### config.mk
export PLATFORM = sky130hd
export DESIGN_NAME = dds_freq_meter_flat
export DESIGN_NICKNAME = d
export VERILOG_FILES = /design/src/rtl/dds_pkg.sv /design/src/rtl/dds_freq_meter_if.sv /design/src/rtl/dds_edge_sync.sv /design/src/rtl/dds_freq_meter.sv /design/src/flat_wrapper.sv
export SDC_FILE = /design/constraint.sdc
export NUM_CORES = 1
export LEC_CHECK = 0
export CAP_MARGIN = 20
export CORE_UTILIZATION = 35
export CTS_CLUSTER_DIAMETER = 60
export DETAILED_ROUTE_END_ITERATION = 8
export HOLD_SLACK_MARGIN = 0.02
export PLACE_DENSITY = 0.54
export RECOVER_POWER = 25
export SLEW_MARGIN = 20
export SYNTH_ARGS = -nofsm -noshare
export SYNTH_HDL_FRONTEND = slang
export SYNTH_SLANG_ARGS = --single-unit
export TNS_END_PERCENT = 50
### constraint.sdc
create_clock -name clk -period 2.6 [get_ports clk]
set_clock_uncertainty 0.15 [all_clocks]
set_input_delay 0.39 -clock clk [delete_from_list [all_inputs] [get_ports clk]]
set_output_delay 0.39 -clock clk [all_outputs]
set_load 0.05 [all_outputs]
### src/rtl/dds_pkg.sv
// ============================================================================
//  Module      : dds_pkg
//  Description : Shared definitions for the DDS generator / frequency meter
//                pair: phase accumulator width and the meter state encoding.
//  Revision    : 1.0 - initial release
// ============================================================================
`default_nettype none

package dds_pkg;

    // Width of the DDS phase accumulator (and of the tuning word)
    localparam int ACC_W = 32;

    // Frequency meter state encoding (explicit 2-bit width)
    typedef enum logic [1:0] {
        S_IDLE = 2'd0,
        S_ARM  = 2'd1,
        S_GATE = 2'd2,
        S_DONE = 2'd3
    } meter_state_t;

endpackage : dds_pkg

`default_nettype wire

### src/rtl/dds_freq_meter_if.sv
// ============================================================================
//  Module      : dds_freq_meter_if
//  Description : Control / result bundle of the frequency meter. The master
//                side requests measurements, the slave side (the meter)
//                returns the measured tuning word and status.
//  Revision    : 1.0 - initial release
// ============================================================================
`default_nettype none

interface dds_freq_meter_if;
    import dds_pkg::*;

    logic             start;
    logic             continuous;
    logic             busy;
    logic [ACC_W-1:0] K_meas;
    logic             K_valid;
    logic             no_signal;

    modport master (
        output start,
        output continuous,
        input  busy,
        input  K_meas,
        input  K_valid,
        input  no_signal
    );

    modport slave (
        input  start,
        input  continuous,
        output busy,
        output K_meas,
        output K_valid,
        output no_signal
    );

endinterface : dds_freq_meter_if

`default_nettype wire

### src/rtl/dds_edge_sync.sv
// ============================================================================
//  Module      : dds_edge_sync
//  Description : Multi-flop synchronizer for an asynchronous square wave,
//                followed by a delay flop and a rising-edge detector.
//  Revision    : 1.0 - initial release
// ============================================================================
`default_nettype none

module dds_edge_sync #(
    parameter int SYNC_STAGES = 2
) (
    input  wire logic clk,
    input  wire logic rst,
    input  wire logic d_in,
    output logic      rise
);

    logic [SYNC_STAGES-1:0] r_sync;
    logic                   r_sync_d;

    // Synchronizer chain plus one delay flop for edge detection
    always_ff @(posedge clk) begin
        if (rst) begin
            r_sync   <= '0;
            r_sync_d <= 1'b0;
        end else begin
            r_sync   <= {r_sync[SYNC_STAGES-2:0], d_in};
            r_sync_d <= r_sync[SYNC_STAGES-1];
        end
    end

    // One-cycle pulse on each synchronized low-to-high transition
    assign rise = r_sync[SYNC_STAGES-1] & ~r_sync_d;

endmodule : dds_edge_sync

`default_nettype wire

### src/rtl/dds_freq_meter.sv
// ============================================================================
//  Module      : dds_freq_meter
//  Description : Measures the frequency of an asynchronous square wave over a
//                2^GATE_LOG2-cycle gate window and reports it as the DDS
//                tuning word K = f_in * 2^32 / f_clk. The window length is a
//                power of two, so the result is a plain shift of the edge
//                count.
//  Revision    : 1.0 - initial release
// ============================================================================
`default_nettype none

module dds_freq_meter
    import dds_pkg::*;
#(
    parameter int GATE_LOG2   = 20,
    parameter int SYNC_STAGES = 2
) (
    input  wire logic          clk,
    input  wire logic          rst,
    input  wire logic          F_in,
    dds_freq_meter_if.slave    bus
);

    localparam logic [GATE_LOG2-1:0] c_cnt_max = '1;
    localparam logic [GATE_LOG2-1:0] c_cnt_one = GATE_LOG2'(1);

    meter_state_t           r_state;
    meter_state_t           w_state_next;
    logic [GATE_LOG2-1:0]   r_timer;
    logic [GATE_LOG2-1:0]   r_edges;
    logic [GATE_LOG2-1:0]   w_edges_next;
    logic [ACC_W-1:0]       r_k_meas;
    logic                   r_k_valid;
    logic                   r_no_signal;
    logic                   w_rise;
    logic                   w_clr_timer;
    logic                   w_clr_edges;
    logic                   w_count_edge;
    logic                   w_to_done;
    logic                   w_timeout;
    logic [ACC_W-1:0]       w_k_calc;

    dds_edge_sync #(
        .SYNC_STAGES (SYNC_STAGES)
    ) u_edge_sync (
        .clk  (clk),
        .rst  (rst),
        .d_in (F_in),
        .rise (w_rise)
    );

    // State register
    always_ff @(posedge clk) begin
        if (rst) begin
            r_state <= S_IDLE;
        end else begin
            r_state <= w_state_next;
        end
    end

    // Next-state decode and per-cycle control strobes
    always_comb begin
        w_state_next = r_state;
        w_clr_timer  = 1'b0;
        w_clr_edges  = 1'b0;
        w_count_edge = 1'b0;
        w_to_done    = 1'b0;
        w_timeout    = 1'b0;
        case (r_state)
            S_IDLE: begin
                if (bus.start) begin
                    w_state_next = S_ARM;
                    w_clr_timer  = 1'b1;
                end
            end
            S_ARM: begin
                // The aligning edge opens the window but is not counted
                if (w_rise) begin
                    w_state_next = S_GATE;
                    w_clr_timer  = 1'b1;
                    w_clr_edges  = 1'b1;
                end else if (r_timer == c_cnt_max) begin
                    w_state_next = S_DONE;
                    w_to_done    = 1'b1;
                    w_timeout    = 1'b1;
                end
            end
            S_GATE: begin
                // Edges on every window cycle count, the last one included
                w_count_edge = w_rise;
                if (r_timer == c_cnt_max) begin
                    w_state_next = S_DONE;
                    w_to_done    = 1'b1;
                end
            end
            S_DONE: begin
                w_clr_timer  = 1'b1;
                w_state_next = bus.continuous ? S_ARM : S_IDLE;
            end
            default: begin
                w_state_next = S_IDLE;
            end
        endcase
    end

    // Cycle timer: runs in ARM (timeout) and GATE (window), wraps at 2^GATE_LOG2
    always_ff @(posedge clk) begin
        if (rst) begin
            r_timer <= '0;
        end else if (w_clr_timer) begin
            r_timer <= '0;
        end else if (r_state == S_ARM || r_state == S_GATE) begin
            r_timer <= r_timer + c_cnt_one;
        end
    end

    // Edge count including this cycle's edge; saturates defensively
    assign w_edges_next = (w_count_edge && (r_edges != c_cnt_max))
                          ? (r_edges + c_cnt_one) : r_edges;

    // Edge counter inside the gate window
    always_ff @(posedge clk) begin
        if (rst) begin
            r_edges <= '0;
        end else if (w_clr_edges) begin
            r_edges <= '0;
        end else begin
            r_edges <= w_edges_next;
        end
    end

    // Window is 2^GATE_LOG2 cycles, so K = E << (32 - GATE_LOG2)
    assign w_k_calc = {w_edges_next, {(ACC_W-GATE_LOG2){1'b0}}};

    // Result registers, loaded on the transition into DONE
    always_ff @(posedge clk) begin
        if (rst) begin
            r_k_meas    <= '0;
            r_no_signal <= 1'b0;
            r_k_valid   <= 1'b0;
        end else begin
            r_k_valid <= w_to_done;
            if (w_to_done) begin
                r_k_meas    <= w_timeout ? '0 : w_k_calc;
                r_no_signal <= w_timeout;
            end
        end
    end

    assign bus.busy      = (r_state != S_IDLE);
    assign bus.K_meas    = r_k_meas;
    assign bus.K_valid   = r_k_valid;
    assign bus.no_signal = r_no_signal;

endmodule : dds_freq_meter

`default_nettype wire

### src/flat_wrapper.sv
// flat-port wrapper written by rule: the top's interface ports become plain ports
module dds_freq_meter_flat import dds_pkg::*;
#(
    parameter int GATE_LOG2   = 20,
    parameter int SYNC_STAGES = 2
)
  (clk, rst, F_in, bus_start, bus_continuous, bus_busy, bus_K_meas, bus_K_valid, bus_no_signal);
  dds_freq_meter_if bus_i ();
  input  wire logic clk;
  input  wire logic rst;
  input  wire logic F_in;
  input wire logic [$bits(bus_i.start)-1:0] bus_start;
  input wire logic [$bits(bus_i.continuous)-1:0] bus_continuous;
  output wire logic [$bits(bus_i.busy)-1:0] bus_busy;
  output wire logic [$bits(bus_i.K_meas)-1:0] bus_K_meas;
  output wire logic [$bits(bus_i.K_valid)-1:0] bus_K_valid;
  output wire logic [$bits(bus_i.no_signal)-1:0] bus_no_signal;
  assign bus_i.start = bus_start;
  assign bus_i.continuous = bus_continuous;
  assign bus_busy = bus_i.busy;
  assign bus_K_meas = bus_i.K_meas;
  assign bus_K_valid = bus_i.K_valid;
  assign bus_no_signal = bus_i.no_signal;
  dds_freq_meter #(.GATE_LOG2(GATE_LOG2), .SYNC_STAGES(SYNC_STAGES)) u_core (.clk(clk), .rst(rst), .F_in(F_in), .bus(bus_i));
endmodule
# After elaboration in Yosys (flattened, before gate mapping)
# Index checks and enable logic that the tools add are counted.
[op_classes]
addsub = 2
eq_ne = 6
bitwise_logic = 2
mux = 16
reduce_logical = 6
[op_table]
columns = ["op", "n"]
rows = [
  ["20-bit by 1-bit adder with 20-bit output (second input constant)", 2],
  ["32-bit two-way mux", 1],
  ["20-bit == test (second input constant)", 1],
  ["20-bit two-way mux", 1],
  ["20-bit != test (second input constant)", 1],
  ["1-bit two-way mux", 8],
  ["2-bit one-hot mux with 4 select lines", 1],
  ["2-bit two-way mux", 3],
  ["2-bit == test (second input constant)", 2],
  ["2-bit OR reduction", 2],
  ["1-bit one-hot mux with 3 select lines", 1],
  ["2-bit by 1-bit == test with 1-bit output (second input constant)", 1],
  ["2-bit logical NOT", 1],
  ["2-bit != test (second input constant)", 1],
  ["1-bit one-hot mux with 2 select lines", 1],
  ["2-bit nonzero test", 1],
  ["1-bit AND", 1],
  ["1-bit logical AND", 1],
  ["1-bit logical OR", 1],
  ["1-bit NOT", 1],
]
[totals]
register_bits = 79
wordCells = 40
output_inout_bits = 35
in_bits = 5

# Depth between registers and ports, before layout
# Gate-level depths: netlist of the first run.
[depth]
word_depth = 6
ltp_mapped = 8
ltp_nobuf = 7

# By module
# From an unflattened synthesis of the first run, not the netlist that was laid out.
[hier_totals]
hier_cells = 331
hier_area_um2 = 2892.8
[modules_own_cells]
columns = ["mod", "area_per_inst_um2", "cells_each", "instances"]
rows = [
  ["dds_freq_meter", 2805.2, 324, 1],
  ["dds_edge_sync", 87.6, 7, 1],
]

# Least setup slack after synthesis of the first run
# OpenSTA, ideal clock, no wires.
[synth_timing]
path_type = "register to register"
start = "register u_core.r_state[1]"
end = "register u_core.r_timer[11]"
arrival_time_ps = 1857
path_stages_with_launch = 9
period_less_slack_ps = 2135
setup_slack_ps = 465
setup_time_ps = 128
n_path_buf = 1
cell_sequence = "dfxtp_1 > inv_1 > ha_1 > clkbuf_1 > nand4_1 > nor3_1 > nand4_1 > xor2_1 > nor2_1"
[synth_between]
elab_chain_len = 3
elab_cells_between_ends = 7
cone_classes = "3 x eq/ne; 1 x mux; 3 x reduce/logical"
[synth_rtl]
columns = ["item", "line_no", "rtl"]
rows = [
  ["from (decl)", "dds_freq_meter.sv:27", "meter_state_t r_state;"],
  ["from (signal assigned)", "dds_freq_meter.sv:57", "r_state <= w_state_next;"],
  ["2-bit == test (tied with other cells)", "dds_freq_meter.sv:69", "case (r_state)"],
  ["1-bit one-hot mux with 3 select lines", "dds_freq_meter.sv:69", ""],
  ["2-bit OR reduction (no line)", "n/a", ""],
  ["to (signal assigned)", "dds_freq_meter.sv:113", "r_timer <= r_timer + c_cnt_one;"],
  ["to (decl)", "dds_freq_meter.sv:29", "logic [GATE_LOG2-1:0] r_timer;"],
]
# Parallel ways exist; a longest one is shown, timed or not.
# A chain may end at the register's enable or synchronous reset.

# Worst setup path after layout of the first run
[layout_timing]
start = "register u_core.r_state[0]"
end = "register u_core.r_k_meas[27] (netlist: u_core.bus.K_meas[27])"
[layout_between]
elab_chain_len = 5
elab_cells_between_ends = 8
cone_classes = "2 x eq/ne; 5 x mux; 1 x reduce/logical"
[layout_rtl]
columns = ["item", "line_no", "rtl"]
rows = [
  ["2-bit == test", "dds_freq_meter.sv:69", ""],
  ["1-bit two-way mux", "dds_freq_meter.sv:69", ""],
  ["1-bit logical AND", "dds_freq_meter.sv:118", "assign w_edges_next = (w_count_edge && (r_edges != c_cnt_max))"],
  ["20-bit two-way mux", "dds_freq_meter.sv:119", "? (r_edges + c_cnt_one) : r_edges;"],
  ["32-bit two-way mux", "dds_freq_meter.sv:144", "r_k_meas <= w_timeout ? '0 : w_k_calc;"],
  ["to (signal assigned)", "dds_freq_meter.sv:144", ""],
  ["to (decl)", "dds_freq_meter.sv:32", "logic [ACC_W-1:0] r_k_meas;"],
]
# Parallel ways exist; a longest one is shown, timed or not.

==> run metrics, run 1 <==
outcome finished clean; Clock transition at path regs 0.07 ns; row cnt 33; crit-path max FO 5; Post-CTS Setup Bufs 0; DIE AREA 9030 um^2; CTS tree built; Leak 1.25 nW; Final Setup Violations 0; ys async rst share 0%; main combinational cell family by area after synthesis simple AND/OR/NAND/NOR gates; largest net degree at the start of global routing 21; via count 2275; initial antenna violation count 0; post-route ant nets 0; H-tree depth 3; clock latency on the worst-skew pair 0.34 ns; Primary FF master, synth dfxtp_1; commonest cells after routing, fill and taps aside dfxtp_1 (67), nor2_1 (52), xnor2_1 (22), o2bb2ai_1 (20), clkdlybuf4s50_1 (19); hold path startpoint u_core.u_edge_sync.r_sync[0]$_SDFF_PP0_; worst slew pin tran 0.853 ns; mux cell area share after synthesis 0.991%; Ys Warns 0; Final Util 43.1%; WP depth 7; Post-Synth Simple-Gate Area 23.2%; hold depth 1; GPL Wtd Cong 0.802; Starting Density 36.5%; fin. max-slew vios 0; drt drc 0; r2r worst-path depth 7; post-detail-place hpwl 4190 um; first-pass GRT wire length 10500 um; WL/cell 13.0 um; layout cells sized above 1 8.33%; fillers 829; Netlist Area Pre-Place 3030 um^2; crit path time final 2.24 ns; area grow syn2layout 18.1%; slowest CP cell a2111oi_0; type of the most critical hold path flip-flop to flip-flop; DIE WIDTH 95.0 um; CTS Buf Count 9; critical-path cell list inv_1, ha_1, and3b_1, nand2_1, a2111oi_0, xnor2_1, o2bb2ai_1; Max clock buf depth 2; vias in the first global route 2215; post-synthesis xor/xnor area fraction 9.54%; Core ar. 8300 um^2; CTS Sinks 67; Post-layout nets 369; # port buffers 27; #FFs+latches synth 67; Max Cap Viol 0; Arrival @ worst endpoint 2.32 ns; Gate Count Post-Synth 322; switching pwr 0.000496 W; Buf/Inv on CP 1; CTS Hold Buffers Added 0; Comb pwr share 7.5%; gr ovfl total 0; # IOs 40; Sequential Power Share 52.5%; CTS root buffer clkbuf_8; Worst R2R End u_core.bus.K_meas[27]$_SDFFE_PP0P_; Post-Route WL 6050 um; switching part of the total 25.0%; delay-heaviest family, CP compound AO/OA/AOI/OAI gates; Clk pwr share 40.1%; Synth Area in Compound Gates 13.1%; drt pass-1 iters 4; All-Layer GR Usage 15.1%; CP Capture Type flip-flop; post-synth cell types 43; average cell area after synthesis 9.41 um^2; Cell Pwr Density 555 nW/um^2; post-synthesis adder-cell area fraction 3.30%; Vias/cell 4.89; register area share after synthesis 44.3%; EDFF count, synth 0; slew margin rel. 43.2%; RSZ-0062 raised after global routing false; setup TNS 0 ns; Worst VDD drop 0.000229 V; CP Data Required Time 2.68 ns; Die H 95.0 um; reg-to-reg startpoint u_core.r_state[0]$_SDFFE_PP0P_; ANT cells 0; Internal Power 0.00149 W; worst hold endpoint u_core.u_edge_sync.r_sync[1]$_SDFF_PP0_; kind of critical path flip-flop to flip-flop; Final Hold Viols 0; slowest stage delay, CP 0.55 ns; most common cell after layout, fill and taps aside dfxtp_1; reg-to-reg slack, setup 0.36 ns; initial DRC count 70; fmax 0.447 GHz; crit path launch type flip-flop; Final Cycle Share 86.0%
[cell families (layout without fill, tap and decap cells)]
| family | after synthesis | count (layout) |
|---|---|---|
| DFF | 67 | 67 |
| muxes | 3 | 3 |
| AOI/OAI and AO/OA | 46 | 46 |
| adders and majority gates | 8 | 8 |
| buffers and inverters | 32 | 59 |
| xor gates and xnor gates | 33 | 33 |
| other | 1 | 12 |
| and+or+nand+nor | 132 | 132 |
[final cells by class]
type	count	area, um^2	share of cell area (%)
Multi-Input combinational cell	234	1560	43.7
Sequential cell	67	1340	37.5
Timing Repair Buffer	37	337	9.41
Clock buffer	13	169	4.72
Tap cell	105	131	3.67
Inverter	7	26.3	0.735
Clock inverter	2	10.0	0.280
[worst max path at each step]
stage / start / to / slack [ns]
6_report: u_core.r_state[0]$_SDFFE_PP0P_ / u_core.bus.K_meas[27]$_SDFFE_PP0P_ / 0.36
5_1_grt: u_core.r_state[0]$_SDFFE_PP0P_ / u_core.bus.K_meas[25]$_SDFFE_PP0P_ / 0.07
4_1_cts: u_core.r_state[0]$_SDFFE_PP0P_ / bus_busy / 0.06
3_5_place_dp: u_core.r_state[0]$_SDFFE_PP0P_ / u_core.bus.K_meas[25]$_SDFFE_PP0P_ / 0.37
3_3_place_gp: u_core.r_state[0]$_SDFFE_PP0P_ / u_core.bus.K_meas[25]$_SDFFE_PP0P_ / 0.41
2_1_floorplan: u_core.r_state[1]$_SDFFE_PP0P_ / u_core.r_timer[11]$_SDFFE_PP0P_ / 0.47
[registers in the layout (all words and copies together), names as in the netlist]
signal / count
u_core.bus.K_meas: 20
u_core.bus.K_valid: 1
u_core.bus.no_signal: 1
u_core.r_edges: 20
u_core.r_state: 2
u_core.r_timer: 20
u_core.u_edge_sync.r_sync: 2
u_core.u_edge_sync.r_sync_d: 1
[cell usage after synthesis (3+ instances only)]
| library cell | instances | area, um^2 |
|---|---|---|
| dfxtp_1 | 67 | 1340 |
| nor2_1 | 52 | 195 |
| xnor2_1 | 22 | 193 |
| o2bb2ai_1 | 20 | 175 |
| nand3_1 | 15 | 75.1 |
| nand2_1 | 13 | 48.8 |
| buf_4 | 12 | 90.1 |
| nand4_1 | 12 | 75.1 |
| clkbuf_1 | 11 | 41.3 |
| xor2_1 | 11 | 96.3 |
| ha_1 | 8 | 100 |
| inv_1 | 7 | 26.3 |
| a21oi_1 | 6 | 30.0 |
| nor2b_1 | 6 | 37.5 |
| nor3_1 | 6 | 30.0 |
| a2111oi_0 | 5 | 43.8 |
| and4_1 | 5 | 43.8 |
| and3_1 | 4 | 25.0 |
| a211oi_1 | 3 | 22.5 |
| a21o_1 | 3 | 22.5 |
| mux2i_1 | 3 | 30.0 |
| nand2b_1 | 3 | 18.8 |
| nor4_1 | 3 | 18.8 |
[power groups by stage]
stage | clock [W] | sequential, W | combinational [W]
6_report | 0.000795 | 0.00104 | 0.000149
3_3_place_gp | 0 | 0.00106 | 0.000149
5_1_grt | 0.000875 | 0.00104 | 0.000164
2_1_floorplan | 0 | 0.00106 | 0.000130
4_1_cts | 0.000823 | 0.00104 | 0.000152
3_5_place_dp | 0 | 0.00106 | 0.000152
[metal layers]
layer  track usage, %  vias up  wire [um]
met5                0        -          0
met4             6.44        0        109
met3             4.78        9        152
met2             24.0       24       2760
met1             18.8     1048       3030
li1                 -     1194          -
[through the flow]
stage | total power [W] | setup slack (ns) | hold slack (ns) | cells | cell area, um^2
3_3_place_gp | 0.00121 | 0.407 | 0.270 | 450 | 3410
4_1_cts | 0.00202 | 0.0571 | 0.297 | 465 | 3580
2_1_floorplan | 0.00119 | 0.465 | 0.264 | 333 | 3070
5_1_grt | 0.00208 | 0.0747 | 0.332 | 465 | 3580
6_report | 0.00198 | 0.365 | 0.297 | 465 | 3580
3_5_place_dp | 0.00122 | 0.367 | 0.278 | 450 | 3410
[worst register-to-register path: cells and delay by family, from the launching register on]
family	cells	cell delay, ns
AO/OA/AOI/OAI	2	0.63
AND/OR/NAND/NOR	2	0.40
flip-flops	1	0.34
adder cells (fa/ha/maj)	1	0.25
XOR/XNOR	1	0.21
buffers and inverters	1	0.16
[timing repair]
| action | CTS | global route |
|---|---|---|
| hold endpoints to repair | 0 | 0 |
| gates resized for setup | 0 | 1 |
| endpoints found under the setup margin | 0 | 1 |
No activity file was read; power rests on OpenSTA's default activity.
==> run 2, diff against run 1 <==
CTS_CLUSTER_DIAMETER = 100   (was 60)
==> results of run 2 <==
Final layout, timing and power as in run 1 (identical DEF).
==> run 3, diff against run 2 <==
PLACE_DENSITY = 0.56   (was 0.54)
clock period = 1.8 ns   (was 2.6 ns; I/O delays follow)
==> run 3 against run 2 <==
  * The run now ends with negative setup slack left
  * Wire length increased by 26%
  * Non-clock buffer count up 74
  * Hold slack got worse by 0.0039 ns
  * Utilization increased by 12 points
  * Critical path depth decreased by 1
  * Clock power increased by 53%
  * Cell area increased by 28%
  * Via count up 18%
  * Fmax increased by 21%
  * Total power up 54%
  * Critical path type unchanged
  * Highest routed layer unchanged
==> run metrics, run 3 (synthesis results as in run 1) <==
CTS Sinks 67; fin. max-slew vios 0; Internal Power 0.00230 W; via count 2690; Clock transition at path regs 0.07 ns; Worst R2R End u_core.bus.K_meas[26]$_SDFFE_PP0P_; switching part of the total 24.6%; crit path time final 1.84 ns; Final Hold Viols 0; Core ar. 8300 um^2; largest net degree at the start of global routing 21; met3 GRT Util 3.11%; slowest stage delay, CP 0.34 ns; area grow syn2layout 51.0%; Starting Density 36.5%; reg-to-reg slack, setup -0.04 ns; ANT cells 0; # port buffers 27; Global Route met1 Usage 23.6%; Clk pwr share 40.1%; post-place setup slack -0.126 ns; fillers 728; met2 Use GR 30.5%; fmax 0.542 GHz; vias in the first global route 2687; outcome finished with violations; fin area 4570 um^2; drt pass-1 iters 4; register area 1360 um^2; Final Setup Violations 29; gr ovfl total 0; kind of critical path flip-flop to flip-flop; initial DRC count 103; Buf/Inv on CP 0; reg-to-reg startpoint u_core.r_edges[0]$_SDFF_PP0_; delay-heaviest family, CP simple AND/OR/NAND/NOR gates; Arrival @ worst endpoint 1.93 ns; RSZ-0062 raised after global routing true; Max clock buf depth 2; CTS Buf Count 9; worst slew pin tran 0.595 ns; Max Cap Viol 0; critical-path cell list ha_1, and3_1, nand3_4, nor4b_4, xnor2_1, o2bb2ai_1; CTS tree built; Pwr Total 0.00305 W; crit-path max FO 5; CP Capture Type flip-flop; Final Cycle Share 102%; row cnt 33; GPL Wtd Cong 0.843; Worst VDD drop 0.000395 V; gr busiest metal met2; All-Layer GR Usage 18.6%; crit path launch type flip-flop; crit path from u_core.r_edges[0]$_SDFF_PP0_; type of the most critical hold path flip-flop to flip-flop; Vias/cell 4.98; Comb pwr share 10.7%; CTS root buffer clkbuf_8; placed cell areas 3970 um^2; setup slack after layout -0.0448 ns; DIE AREA 9030 um^2; Post-Route WL 7620 um; Sequential Power Share 49.2%; H-tree depth 3; first-pass GRT wire length 12800 um; WL/cell 14.1 um; post-detail-place hpwl 5020 um; Leak 1.72 nW; drt drc 0; layout cells sized above 1 41.6%; post-route ant nets 0; CP Data Required Time 1.88 ns; slew margin rel. 60.5%; most common cell after layout, fill and taps aside buf_4; r2r worst-path depth 6; Cell Pwr Density 668 nW/um^2; clock latency on the worst-skew pair 0.34 ns; commonest cells after routing, fill and taps aside buf_4 (86), dfxtp_1 (55), nor2_1 (50), o2bb2ai_1 (19), xnor2_1 (17); initial antenna violation count 0; hold path startpoint u_core.u_edge_sync.r_sync[0]$_SDFF_PP0_; hold depth 1; Die H 95.0 um; multi-input logic area 1940 um^2; Post-layout nets 443; # IOs 40; slowest CP cell dfxtp_1; failing checks negative setup slack; DIE WIDTH 95.0 um; worst hold endpoint u_core.u_edge_sync.r_sync[1]$_SDFF_PP0_; switching pwr 0.000752 W
## run 3: changes by cell type in the layout (fill, tap and decap cells not counted), sizes merged
| cell | delta |
|---|---|
| buf | +93 |
| bufinv | +1 |
| clkbuf | +5 |
| clkdlybuf4s50 | -16 |
| clkinv | -1 |
| dlygate4sd3 | -6 |
| dlymetal6s2s | -1 |
## run 3: worst register-to-register path, stage by stage (launching register included)
cell	delay [ns]
dfxtp_1	0.34
ha_1	0.25
and3_1	0.26
nand3_4	0.15
nor4b_4	0.33
xnor2_1	0.18
o2bb2ai_1	0.08
## run 3: repair_timing
item / CTS / global route
setup endpoints to repair: 34 / 61
gates cloned: 3 / 0
resized for setup: 39 / 31
pin swaps: 13 / 16
setup buffers: 4 / 2
hold buffers: 0 / 0
## run 3: layout make-up
type,instances,area share [%]
clock buffers,14,3.34
clock inverters,2,0.766
inverters,7,0.629
multi-input cells,234,42.3
flip-flops and latches,67,29.7
well taps,105,2.87
repair buffers,111,20.4
## run 3: through the flow
stage / utilization (%) / setup TNS, ns / std cells / hold WS [ns]
final: 55.1 / -0.465 / 540 / 0.293
after CTS: 53.8 / -0.275 / 538 / 0.295
after global routing: 55.1 / -4.39 / 540 / 0.324
after global placement: 47.8 / -0.930 / 515 / 0.270
after detailed placement: 47.8 / -1.74 / 515 / 0.279
after floorplan: - / -1.63 / 333 / 0.215
## run 3: worst max path at each step
stage | end | slack (ns) | cells past startpoint
6_report | u_core.bus.K_meas[26]$_SDFFE_PP0P_ | -0.04 | 6
5_1_grt | u_core.r_state[0]$_SDFFE_PP0P_ | -0.19 | 6
4_1_cts | u_core.bus.K_meas[23]$_SDFFE_PP0P_ | -0.05 | 7
3_5_place_dp | u_core.bus.K_meas[23]$_SDFFE_PP0P_ | -0.13 | 7
3_3_place_gp | u_core.r_edges[17]$_SDFF_PP0_ | -0.10 | 5
2_1_floorplan | u_core.bus.K_meas[27]$_SDFFE_PP0P_ | -0.08 | 8
## run 3: power by group through the flow
stage / combinational [W] / sequential (W) / clock [W]
2_1_floorplan: 0.000201 / 0.00154 / 0
3_3_place_gp: 0.000283 / 0.00153 / 0
3_5_place_dp: 0.000286 / 0.00153 / 0
4_1_cts: 0.000324 / 0.00150 / 0.00125
5_1_grt: 0.000355 / 0.00150 / 0.00132
6_report: 0.000328 / 0.00150 / 0.00122
## run 3: routing by layer
metal	vias up	wire length [um]
li1	1343	-
met1	1280	3590
met2	49	3610
met3	18	234
met4	0	190
met5	-	0
